==> src/rtl/mod_pingpong_sched.sv <==
// mod_pingpong_sched: read-side scheduler for the mapper's two-bank ping-pong
// symbol buffer. It tracks the write bank and the per-bank full flags, latches
// each bank's last address, and drains full banks in order towards the
// transform-precoding stage.
// Optional build macro: MOD_PP_STATS_EN adds the Blk_Cnt/Stall_Cnt counters.
module mod_pingpong_sched #(
  parameter int ADDR_WIDTH = 11,
  parameter int RD_LAT     = 1
) (
  input  logic                  CLK,
  input  logic                  RST,
  input  logic                  Wr_En_IN,
  input  logic                  Switch_IN,
  input  logic [ADDR_WIDTH-1:0] Last_addr_IN,
  input  logic                  Mod_Done_IN,
  input  logic                  Rd_Ready,
  output logic                  Wr_Bank,
  output logic [1:0]            Bank_Full,
  output logic                  Stall,
  output logic                  Rd_En,
  output logic                  Rd_Bank,
  output logic [ADDR_WIDTH-1:0] Rd_Addr,
  output logic                  Rd_Valid,
  output logic                  Rd_Last,
  output logic                  Sched_Done,
`ifdef MOD_PP_STATS_EN
  output logic                  Overflow,
  output logic [15:0]           Blk_Cnt,
  output logic [15:0]           Stall_Cnt
`else
  output logic                  Overflow
`endif
);

  typedef enum logic [1:0] {
    S_IDLE    = 2'd0,
    S_READ    = 2'd1,
    S_RELEASE = 2'd2
  } state_t;

  state_t                state_q, state_d;
  logic                  rd_bank_q, rd_bank_d;
  logic [ADDR_WIDTH-1:0] rd_addr_q, rd_addr_d;
  logic                  wr_bank_q, wr_bank_d;
  logic [1:0]            full_q, full_d;
  logic [ADDR_WIDTH-1:0] len_q [2];
  logic [ADDR_WIDTH-1:0] len_d [2];
  logic                  dirty_q, dirty_d;
  logic                  done_pend_q, done_pend_d;
  logic                  ovf_q, ovf_d;
  logic [RD_LAT-1:0]     vld_q, vld_d;
  logic [RD_LAT-1:0]     last_q, last_d;

  logic                  rd_en;
  logic                  rd_last_tag;
  logic [1:0]            rel_mask;
  logic [1:0]            full_post;
  logic                  switch_req;
  logic                  sw_accept;
  logic                  sw_reject;
  logic                  sched_done;

  // Saturating 16-bit increment used by the statistics counters.
  function automatic logic [15:0] sat_inc16(input logic [15:0] v);
    return (v == 16'hFFFF) ? v : v + 16'd1;
  endfunction

  assign rd_en       = (state_q == S_READ) && Rd_Ready;
  assign rd_last_tag = rd_en && (rd_addr_q == len_q[rd_bank_q]);

  // Read FSM next-state: wait for the current read bank, stream it, release it.
  always_comb begin
    state_d   = state_q;
    rd_bank_d = rd_bank_q;
    rd_addr_d = rd_addr_q;
    rel_mask  = 2'b00;
    case (state_q)
      S_IDLE: begin
        if (full_q[rd_bank_q]) begin
          state_d   = S_READ;
          rd_addr_d = '0;
        end
      end
      S_READ: begin
        if (rd_en) begin
          if (rd_last_tag) begin
            // Park the address at 0 so it never runs past the bank length.
            state_d   = S_RELEASE;
            rd_addr_d = '0;
          end else begin
            rd_addr_d = rd_addr_q + ADDR_WIDTH'(1);
          end
        end
      end
      S_RELEASE: begin
        rel_mask[rd_bank_q] = 1'b1;
        rd_bank_d           = ~rd_bank_q;
        state_d             = S_IDLE;
      end
      default: state_d = S_IDLE;
    endcase
  end

  // Write side: accept or reject bank switches against the post-release flags.
  always_comb begin
    switch_req = Switch_IN || (Mod_Done_IN && (dirty_q || Wr_En_IN));
    full_post  = full_q & ~rel_mask;
    sw_accept  = switch_req && !full_post[wr_bank_q];
    sw_reject  = switch_req &&  full_post[wr_bank_q];
    full_d     = full_post;
    wr_bank_d  = wr_bank_q;
    len_d      = len_q;
    dirty_d    = dirty_q;
    ovf_d      = ovf_q || sw_reject;
    if (sw_accept) begin
      full_d[wr_bank_q] = 1'b1;
      len_d[wr_bank_q]  = Last_addr_IN;
      wr_bank_d         = ~wr_bank_q;
      dirty_d           = 1'b0;
    end else if (Wr_En_IN) begin
      dirty_d = 1'b1;
    end
  end

  // End-of-stream tracking: done fires once everything has drained.
  always_comb begin
    sched_done  = done_pend_q && (full_q == 2'b00) && (state_q == S_IDLE) && !(|vld_q);
    done_pend_d = Mod_Done_IN || (done_pend_q && !sched_done);
  end

  // Read-data valid/last shift matching the RAM read latency.
  always_comb begin
    vld_d     = vld_q;
    last_d    = last_q;
    vld_d[0]  = rd_en;
    last_d[0] = rd_last_tag;
    for (int i = 1; i < RD_LAT; i++) begin
      vld_d[i]  = vld_q[i-1];
      last_d[i] = last_q[i-1];
    end
  end

  // State registers with synchronous reset.
  always_ff @(posedge CLK) begin
    if (RST) begin
      state_q     <= S_IDLE;
      rd_bank_q   <= 1'b0;
      rd_addr_q   <= '0;
      wr_bank_q   <= 1'b0;
      full_q      <= 2'b00;
      len_q[0]    <= '0;
      len_q[1]    <= '0;
      dirty_q     <= 1'b0;
      done_pend_q <= 1'b0;
      ovf_q       <= 1'b0;
      vld_q       <= '0;
      last_q      <= '0;
    end else begin
      state_q     <= state_d;
      rd_bank_q   <= rd_bank_d;
      rd_addr_q   <= rd_addr_d;
      wr_bank_q   <= wr_bank_d;
      full_q      <= full_d;
      len_q[0]    <= len_d[0];
      len_q[1]    <= len_d[1];
      dirty_q     <= dirty_d;
      done_pend_q <= done_pend_d;
      ovf_q       <= ovf_d;
      vld_q       <= vld_d;
      last_q      <= last_d;
    end
  end

  assign Wr_Bank    = wr_bank_q;
  assign Bank_Full  = full_q;
  assign Stall      = full_q[0] & full_q[1];
  assign Rd_En      = rd_en;
  assign Rd_Bank    = rd_bank_q;
  assign Rd_Addr    = rd_addr_q;
  assign Rd_Valid   = vld_q[RD_LAT-1];
  assign Rd_Last    = vld_q[RD_LAT-1] & last_q[RD_LAT-1];
  assign Sched_Done = sched_done;
  assign Overflow   = ovf_q;

`ifdef MOD_PP_STATS_EN
  logic [15:0] blk_cnt_q, stall_cnt_q;

  // Released-bank and stall-cycle counters, saturating.
  always_ff @(posedge CLK) begin
    if (RST) begin
      blk_cnt_q   <= 16'd0;
      stall_cnt_q <= 16'd0;
    end else begin
      if (state_q == S_RELEASE) blk_cnt_q <= sat_inc16(blk_cnt_q);
      if (Stall)                stall_cnt_q <= sat_inc16(stall_cnt_q);
    end
  end

  assign Blk_Cnt   = blk_cnt_q;
  assign Stall_Cnt = stall_cnt_q;
`endif

endmodule

==> config.mk <==
export PLATFORM = sky130hd
export DESIGN_NAME = mod_pingpong_sched
export DESIGN_NICKNAME = d
export VERILOG_FILES = /design/src/rtl/mod_pingpong_sched.sv
export SDC_FILE = /design/constraint.sdc
export NUM_CORES = 1
export LEC_CHECK = 0
export BUFFER_PORTS_ARGS = -buffer_cell sky130_fd_sc_hd__buf_2
export CAP_MARGIN = 20
export CORE_ASPECT_RATIO = 1.5
export CORE_MARGIN = 5
export CORE_UTILIZATION = 49
export CTS_CLUSTER_SIZE = 40
export DETAILED_ROUTE_END_ITERATION = 8
export PLACE_DENSITY_LB_ADDON = 0.08
export SYNTH_ARGS = -nofsm -noshare
export SYNTH_HDL_FRONTEND = slang
export SYNTH_SLANG_ARGS = --single-unit
==> constraint.sdc <==
create_clock -name CLK -period 1.61 [get_ports CLK]
set_input_delay 0.483 -clock CLK [delete_from_list [all_inputs] [get_ports CLK]]
set_output_delay 0.483 -clock CLK [all_outputs]
set_load 0.02 [all_outputs]
---- Word level (Yosys, flattened, before mapping) ----
Cells that the tools add are included.
word-level totals
  output and inout bits ................... 21
  register bits after elaboration ......... 44
  bits of input ports ..................... 17
cells by class
  equality and inequality tests ........... 6
  bitwise gates (word level) .............. 9
  reductions and logical operators ........ 25
  $add $sub $neg .......................... 1
  multiplexer cells ....................... 24
  magnitude comparators ................... 7
operators with widths
  kind                                                 count
  2-to-1 mux 11 bit                                    7
  bitwise mux 22 bit                                   1
  one-hot mux 11 bit (2 select lines)                  1
  logical AND 1 bit                                    12
  adder 11 x 1 -> 11 bit (second input constant)       1
  demux 11 bit (select 1 bit)                          1
  == test 11 bit                                       1
  2-to-1 mux 2 bit                                     5
  2-to-1 mux 1 bit                                     6
  != test 2 bit (second input constant)                3
  AND reduction 3 bit                                  2
  >= comparator 2 bit (second input constant)          2
  logical NOT 2 bit                                    2
  logical OR 1 bit                                     4
  < comparator 1 x 2 -> 1 bit (second input constant)  2
  NOT 1 -> 2 bit                                       2
  one-hot mux 2 bit (2 select lines)                   1
  logical NOT 1 bit                                    3
  AND 1 bit                                            2
  AND 2 bit                                            1
  demux 1 bit (select 1 bit)                           2
  == test 2 x 1 -> 1 bit (second input constant)       1
  == test 2 bit (second input constant)                1
  >= comparator 1 bit (second input constant)          2
  other kinds (6)                                      7

---- Depth between registers and ports, before layout ----
Gate-level depths: netlist of the first run.
  word-level depth ........................ 12
  depth in mapped cells ................... 8

---- Least setup slack after synthesis of the first run ----
Ideal clock, no wire load.
  path kind ............................... reg2reg
  start ................................... register rd_bank_q (netlist: Rd_Bank)
  end ..................................... register rd_addr_q[10] (netlist: Rd_Addr[10])
  library setup time ...................... 132 ps
  slack ................................... -340 ps
  arrival ................................. 1818 ps
  cell stages (with the launch flop) ...... 8
  required time ........................... 1478 ps
  path through ............................ dfxtp_1 -> buf_6 -> mux2i_1 -> xnor2_1 -> or4_4 -> nor3_4 -> buf_6 -> nor3_1
on the way
  longest elaborated chain between the ends .. 9
ends and longest elaborated chain
  element                                               line  text
  start, declared                                       42    logic rd_bank_q, rd_bank_d;
  start signal, assigned                                160   rd_bank_q <= rd_bank_d;
  NOT 1 -> 2 bit (implied by the code)                  69    assign rd_last_tag = rd_en && (rd_addr_q == len_q[rd_bank_q]);
  2-to-1 mux 11 bit (implied by the code) (3 in a row)  69
  == test 11 bit                                        69
  logical AND 1 bit                                     69
  2-to-1 mux 11 bit                                     86    if (rd_last_tag) begin
  2-to-1 mux 11 bit                                     85    if (rd_en) begin
  one-hot mux 11 bit (2 select lines)                   77    case (state_q)
  end signal, assigned                                  161   rd_addr_q <= rd_addr_d;
  end, declared                                         43    logic [ADDR_WIDTH-1:0] rd_addr_q, rd_addr_d;
Parallel ways exist; a longest one is shown, timed or not. The select of a mux whose other input is x is not followed.
A chain may end at the register's enable or synchronous reset.

---- Worst setup path in the final report of the first run ----
  start ................................... register rd_bank_q (netlist: Rd_Bank)
  end ..................................... register state_q[1]
on the way
  longest elaborated chain between the ends .. 8
ends and longest elaborated chain
  element                                               line  text
  NOT 1 -> 2 bit (implied by the code)                  69
  2-to-1 mux 11 bit (implied by the code) (3 in a row)  69
  == test 11 bit                                        69
  logical AND 1 bit                                     69
  != test 2 bit (no source line)                        n/a
  AND reduction 3 bit (no source line) *                n/a
  end signal, assigned                                  159   state_q <= state_d;
  end, declared                                         41    state_t state_q, state_d;
Mark *: on every way between the ends. The rest lies on a longest branch, timed or not. The select of a mux whose other input is x is not followed.

==> summary.md, run 1 <==
The flow ran to the end, but the final reports show violations. The checks that failed: negative setup slack. The deepest level of the CTS H-tree was 2.

The tools report the routed wire length as 4900 um. Once placement finished, the instance area stood at 2420 um2. For the area used by multi-input combinational logic, the log shows 1120 um2. The highest clock frequency the design can meet is 535 MHz, and the number of core rows is 28. Cell type of the slowest stage on the worst timing path: or4_4.

Type of the worst setup path: flip-flop to flip-flop. In this run the power density over the cells is 1010 nW/um2. The floorplan die area is 5500 um2.

STA classifies the critical path endpoint as a flip-flop. The initial antenna violation count came out at 0. The clock reaches the later pin of the worst-skew pair after 0.31 ns.

Yosys mapped the design onto 34 distinct sky130hd cell types. STA puts the critical path data required time at 1.85 ns. In this run the horizontal extent of the chip is 62.3 um.

In this design, the stage delay of the slowest critical-path cell is 0.52 ns. No sink is reached through more buffers than the 2 on the longest clock path. The number of antenna diodes in the final layout is 0. The least setup slack across all paths after layout is -0.259 ns, and the CTS sink count is 44.

Final design instance area without fill: 2770 um2. The logs give 0.791 mV for the worst voltage drop across the vdd grid and 885 um2 for the sequential cell area in the final layout. The analysis attributes to cell leakage a power of 1.18 nW.

Clock slew seen by the registers of the worst setup and hold paths: 0.10 ns. Average instance area after synthesis: 9.65 um2. The most used flip-flop cell after synthesis is dfxtp_1. Fill cells in the final layout number 332. Hold-critical path depth: 3. The number of cells on the worst reg-to-reg path is 7. After clock tree synthesis, the flow added hold-fix buffers numbering 0. The completed layout was analyzed and its total power is 2.79 mW. Clock tree synthesis selected as its root buffer the cell clkbuf_8. The length of the first detailed-routing pass in iterations came out at 4. Walking the worst path, the cells encountered are buf_12 -> mux2i_2 -> xnor2_1 -> or4_4 -> nor3_4 -> buf_12 -> nor2b_1. The die is 88.4 um tall. The total routing usage reported by global routing was 17.9%. The via count of the first global-routing pass came out at 1744.

The initial core utilization is 50.7%. The element type at the critical path start was a flip-flop. The post-route netlist has 36.8% of its cells at a drive strength greater than 1.

For the post-route clock skew, the log shows 0.0136 ns. The tools report the count of warnings emitted by yosys as 0. In this run the worst path has a maximum fanout of 14. In this run the standard cell core region covers 3960 um2. The synthesis-stage register bit count came out at 44.

For the maximum number of pins on one net before global-route repair, the log shows 16. Synthesis produced a netlist whose cell count is 208. For this run, the post-layout net count is 297. Data arrives at the worst endpoint at 2.11 ns. The number of flops mapped to enable cells by yosys was 0.

The cell area after synthesis came out at 2010 um2. Setup repair after global routing could not meet its margin everywhere. The post-synthesis sequential area ratio is 43.9%, and the final hold slack is 0.419 ns. The number of placed I/O pins was 38. At the end of routability-driven placement, the weighted congestion stood at 0.758. The final critical path takes up 116% of the cycle.

TritonCTS built the clock tree. The global route total overflow was 0. The tools report the worst max-slew margin expressed relative to the limit as 76.4%.

The overall via count from detail_route was 1709. The layout-stage area growth over the synthesis result works out to 37.8%. The time the final worst path needs with I/O delays and setup works out to 1.87 ns.

Synthesis produced a netlist with a net count of 226. The final routed DRC violation total is 0. Leaving out fill and tap cells, the most frequent cell in the layout is dfxtp_1. The class of the tightest hold or removal check was primary input to flip-flop.

The total of max-cap violations was 0; the share of the core filled with cells in the final layout was 69.8%. The max-slew violation count was 0; the remaining antenna violation count was 0. Of all flip-flops after synthesis, the portion carrying an async set or reset was 0%.

The average wire per cell in the routed design works out to 15.1 um. For the estimated wirelength of the detail-placed design, the log shows 3360 um. The first global-routing pass estimated 7860 um of wire. In this run, CTS created clock tree buffers numbering 5. OpenSTA, run right after detailed placement, puts the worst setup slack at -0.477 ns. For the number of hold violations in the final report, the log shows 0. In this run the tool buffered the top-level ports with 37 buffer cells. The run gives 30 as the final setup violation count. Among the stages of the critical path, the cell type that occurs most often is buf_12. The library cells used most frequently in the layout, excluding fill and tap cells, are dfxtp_1, buf_2, nor2_1. In the routed layout, each cell is associated on average with a via count of 5.26. The transition time at the pin with the least slew margin is 0.351 ns, and the violation count after the first detailed-route iteration is 48.
==> area by class of cell <==
| cell class | instances | area share (%) |
|---|---|---|
| clock buffer | 5 | 2.49 |
| multi-input combinational | 149 | 40.5 |
| tap | 45 | 2.04 |
| sequential | 44 | 32.0 |
| clock inverter | 3 | 1.67 |
| timing repair buffer | 76 | 21.0 |
| inverter | 3 | 0.407 |
==> Yosys cell counts (all sizes together) (2+ instances only) <==
cell / n / area [um2]
a21oi: 5 / 25.0
and2: 2 / 12.5
buf: 6 / 53.8
clkbuf: 6 / 22.5
dfxtp: 44 / 881
inv: 3 / 11.3
mux2i: 34 / 340
nand2: 4 / 15.0
nand3: 3 / 15.0
nand3b: 2 / 15.0
nand4: 5 / 31.3
nor2: 34 / 128
nor2b: 6 / 37.5
nor3: 14 / 81.3
nor4: 4 / 25.0
o21ai: 2 / 10.0
xnor2: 10 / 87.6
xor2: 11 / 96.3
==> repair_timing <==
action                     in CTS  in global routing
gates cloned                    0                  1
resized for setup              23                  7
setup endpoints to repair      40                 34
buffers inserted                7                  1
hold endpoints to repair        0                  0
pin swaps                       3                  6
==> sequential cells by signal (all words and copies together) (netlist names) <==
name and flops:
Rd_Valid 1, state_q 2, Rd_Bank 1, Overflow 1, done_pend_q 1, last_q 1
dirty_q 1, Wr_Bank 1, Bank_Full 2, Rd_Addr 11, len_q 22
==> power by group <==
| part | total (mW) | switching [mW] | internal, mW |
|---|---|---|---|
| logic | 0.677 | 0.333 | 0.343 |
| clock network | 0.880 | 0.412 | 0.468 |
| registers | 1.23 | 0.0602 | 1.17 |
==> routing by layer <==
metal  track usage, %  part of all wire [%]
met3             4.70                   4.7
met5                0                     0
met1             17.7                    38
met2             34.7                    55
met4             7.92                   2.4
==> per-stage QoR <==
stage	instances	setup TNS [ns]
global placement	308	-11.56
floorplan	208	-3.33
detailed placement	308	-12.19
global route	325	-7.78
CTS	323	-5.81
finish	325	-5.53
==> critical path, delay by kind of cell (launching register included) <==
| family | cells | cell delay (ns) |
|---|---|---|
| muxes | 1 | 0.22 |
| DFF | 1 | 0.39 |
| buffers and inverters | 2 | 0.29 |
| and+or+nand+nor | 3 | 0.81 |
| xor gates and xnor gates | 1 | 0.10 |
==> worst paths after layout <==
check	startpoint	to	slack (ns)
worst max-delay path	Rd_Bank	state_q[1]	-0.26
worst min-delay path	Last_addr_IN[0]	len_q[11]	0.42
worst max register to register	Rd_Bank	state_q[1]	-0.26
worst min register to register	Overflow	Overflow	0.47
==> cells by family (layout without fill, tap and decap cells) <==
group,after synthesis,after routing,synth area share (%)
compound gates,13,13,4.30
xor+xnor,21,21,9.16
fa+ha+maj,1,1,0.623
buf+inv,15,87,4.36
flops,44,44,43.9
mux,35,35,17.5
simple gates,79,79,20.1
(Power assumes the default switching activity.)
==> run 2: changes to the inputs <==
Settings changed: CORE_ASPECT_RATIO 1.5 to 0.8.
==> summary.md, run 2 (synthesis gave the netlist of run 1 again) <==
The run finished, with violations left. The final reports fail on negative setup slack. The tightest min-delay check is of the primary input to flip-flop type. The area growth from synthesis to layout is 34.4%. The die boundary height was 67.2 um (-24%); the final setup violation count was 32 (+6.7%).

The width of the die came out at 81.6 um (+31%). Setup repair after global routing could not meet its margin everywhere. The tools report the startpoint of the worst register-to-register path as Rd_Bank. The area used by multi-input combinational logic came out at 1110 um2 (-0.45%). The run gives 4 (unchanged) as the length of the first detailed-routing pass in iterations. STA classifies the critical path startpoint as a flip-flop.

The transition time at the pin with the least slew margin is 0.408 ns (+0.0569 ns). The initial core utilization came out at 51.7% (+1.0 points). The final hold slack was 0.436 ns (+0.0163 ns); the least setup slack across all paths after layout was -0.228 ns (+0.0308 ns). The total negative setup slack came out at -3.59 ns (+1.94 ns). The CTS sink count is 44 (unchanged). In this run the clock root is driven by a clkbuf_8. The run gives 3460 um (+2.8%) as the estimated wirelength of the detail-placed design. Highest clock frequency the design can meet: 544 MHz (+1.7%). The post-route clock skew was 0.0101 ns (-0.00347 ns); the antenna diode count was 0 (unchanged). The tools report the number of hold violations in the final report as 0 (unchanged). The top cell types in the final layout, fill and taps aside, are dfxtp_1, buf_2, mux2i_1, nor2_1, buf_4.

The number of flip-flops under the largest register name is 22 (unchanged). The depth of the worst register-to-register path works out to 6 (-1). The average wire per cell in the routed design came out at 14.8 um (-1.7%). The tools report the kind of capture point of the worst setup path as an output port. For the initial antenna violation count, the log shows 0 (unchanged). Routed wire length: 4860 um (-0.78%). Counting flops per register, the top entry is len_q. The run gives -0.17 ns (+0.09 ns) as the worst reg-to-reg setup slack. The power density over the cells was 983 nW/um2 (-2.4%). The share of post-route cells with drive strength above 1 was 35.2% (-1.6 points). The run gives 72.7% (-3.7 points) as the worst max-slew margin expressed relative to the limit. The worst hold endpoint was len_q[18].

The overall via count from detail_route was 1682 (-1.6%). The logs give 0 (unchanged) for the remaining antenna violation count and 18.8% (+0.93 points) for the total routing usage reported by global routing. The setup path with the least slack is of type flip-flop to output port.

The clock slew seen by the registers of the worst setup and hold paths was 0.09 ns (about the same); the deepest level of the CTS H-tree was 2 (unchanged). The maximum net fanout on the critical path is 2 (-12). The max-slew violation count is 0 (unchanged), and the net count of the finished layout is 290 (-2.4%). The run gives 0.636 mV (-20%) as the worst voltage drop across the vdd grid. The startpoint of the worst hold path is Last_addr_IN[7].

Number of fill cells in the layout: 306 (-7.8%). The number of I/O port buffers was 37 (unchanged); the number of placed I/O pins was 38 (unchanged). The number of core rows is 20 (-29%), and the detailed-route vias per instance is 5.13 (-2.5%).

TritonCTS built the clock tree. The clock buffer count from CTS is 5 (unchanged), and the share of the core filled with cells in the final layout is 69.5% (-0.33 points). The final estimated routing congestion in global placement was 0.836 (+10%). The hold-critical path depth is 3 (unchanged), and the leakage power total is 1.13 nW (-4.0%).

For the via count of the first global-routing pass, the log shows 1694 (-2.9%). In this run the critical register-to-register path is captured at state_q[1]. The standard cell core area is 3880 um2 (-2.0%), and the floorplan die area is 5480 um2 (-0.34%). The clock latency at the later pin of the worst-skew pair was 0.30 ns (about the same). For the first-pass GRT wire length, the log shows 7850 um (-0.18%).

Leaving out fill and tap cells, the most frequent cell in the layout is dfxtp_1. The maximum number of pins on one net before global-route repair was 16 (unchanged); the sequential cell area in the final layout was 887 um2 (+0.28%). The time the final worst path needs with I/O delays and setup is 1.84 ns (-0.0308 ns). The cell area after placement was 2410 um2 (-0.62%).

Violation count after the first detailed-route iteration: 89 (+85%). The final critical-path share of the clock period is 114% (-1.9 points), and the endpoint required time on the critical path is 1.13 ns (-0.72 ns). The logs give 0 (unchanged) for the global route total overflow and 0 (unchanged) for the total of max-cap violations.

The number of buffers between clock root and the deepest sink is 2 (unchanged), and the final routed DRC violation total is 0 (unchanged). The run gives 0 (unchanged) as the count of hold-fix buffers inserted at cts. The worst endpoint data arrival time came out at 1.35 ns (-0.76 ns). The final design instance area without fill was 2700 um2 (-2.5%).
## run 2: cell types whose count changed in the layout (fill, tap and decap cells not counted), sizes merged
cell	delta
inv	-1
clkbuf	+3
bufinv	-1
clkinvlp	-1
buf	-7
## run 2: report_power, final
part	switching (mW)	internal (mW)
registers	0.0660	1.17
clock network	0.374	0.351
logic	0.333	0.358
total	0.773	1.88
## run 2: worst max-delay path, stage by stage, from the launching register on
cell      delay [ns]
dfxtp_2         0.34
buf_6           0.11
buf_6           0.11
nor2_4          0.08
nand3b_1        0.11
nor3_2          0.15
buf_4           0.17
## run 2: metrics by stage
stage | setup slack [ns] | power, mW | instances
after floorplan | -0.182 | 1.63 | 208
after global placement | -0.123 | 1.81 | 311
after detailed placement | -0.168 | 1.83 | 311
after CTS | -0.278 | 2.62 | 325
after global routing | -0.289 | 2.77 | 328
final | -0.228 | 2.65 | 328
## run 2: final cells by class
| cell class | count | share of cell area (%) |
|---|---|---|
| Clock buffer | 8 | 3.34 |
| Inverter | 3 | 0.510 |
| Multi-Input combinational cell | 149 | 41.3 |
| Sequential cell | 44 | 32.9 |
| Tap cell | 55 | 2.55 |
| Timing Repair Buffer | 69 | 19.4 |
## run 2: worst max path at each step
| stage | startpoint | end | slack (ns) | cells past startpoint |
|---|---|---|---|---|
| after floorplan | Rd_Bank | Rd_Addr[10] | -0.18 | 7 |
| after global placement | Rd_Ready | Rd_Addr[6] | -0.12 | 6 |
| after detailed placement | Rd_Ready | Rd_Addr[0] | -0.17 | 6 |
| after CTS | state_q[0] | Sched_Done | -0.28 | 6 |
| after global routing | Rd_Bank | state_q[1] | -0.29 | 6 |
| final | state_q[0] | Sched_Done | -0.23 | 6 |
## run 2: metal layers
layer	GRT usage [%]	vias up	wire, um
met4	4.43	0	40
met1	23.8	793	2260
met2	31.9	43	2250
li1	-	841	-
met3	5.07	5	312
met5	0	-	0
## run 2: timing repair
item                                    4_1_cts  5_1_grt
setup buffers                                 5        2
resized for setup                            24       13
gates cloned                                  1        1
pin swaps                                     7        8
endpoints found under the setup margin       30       41
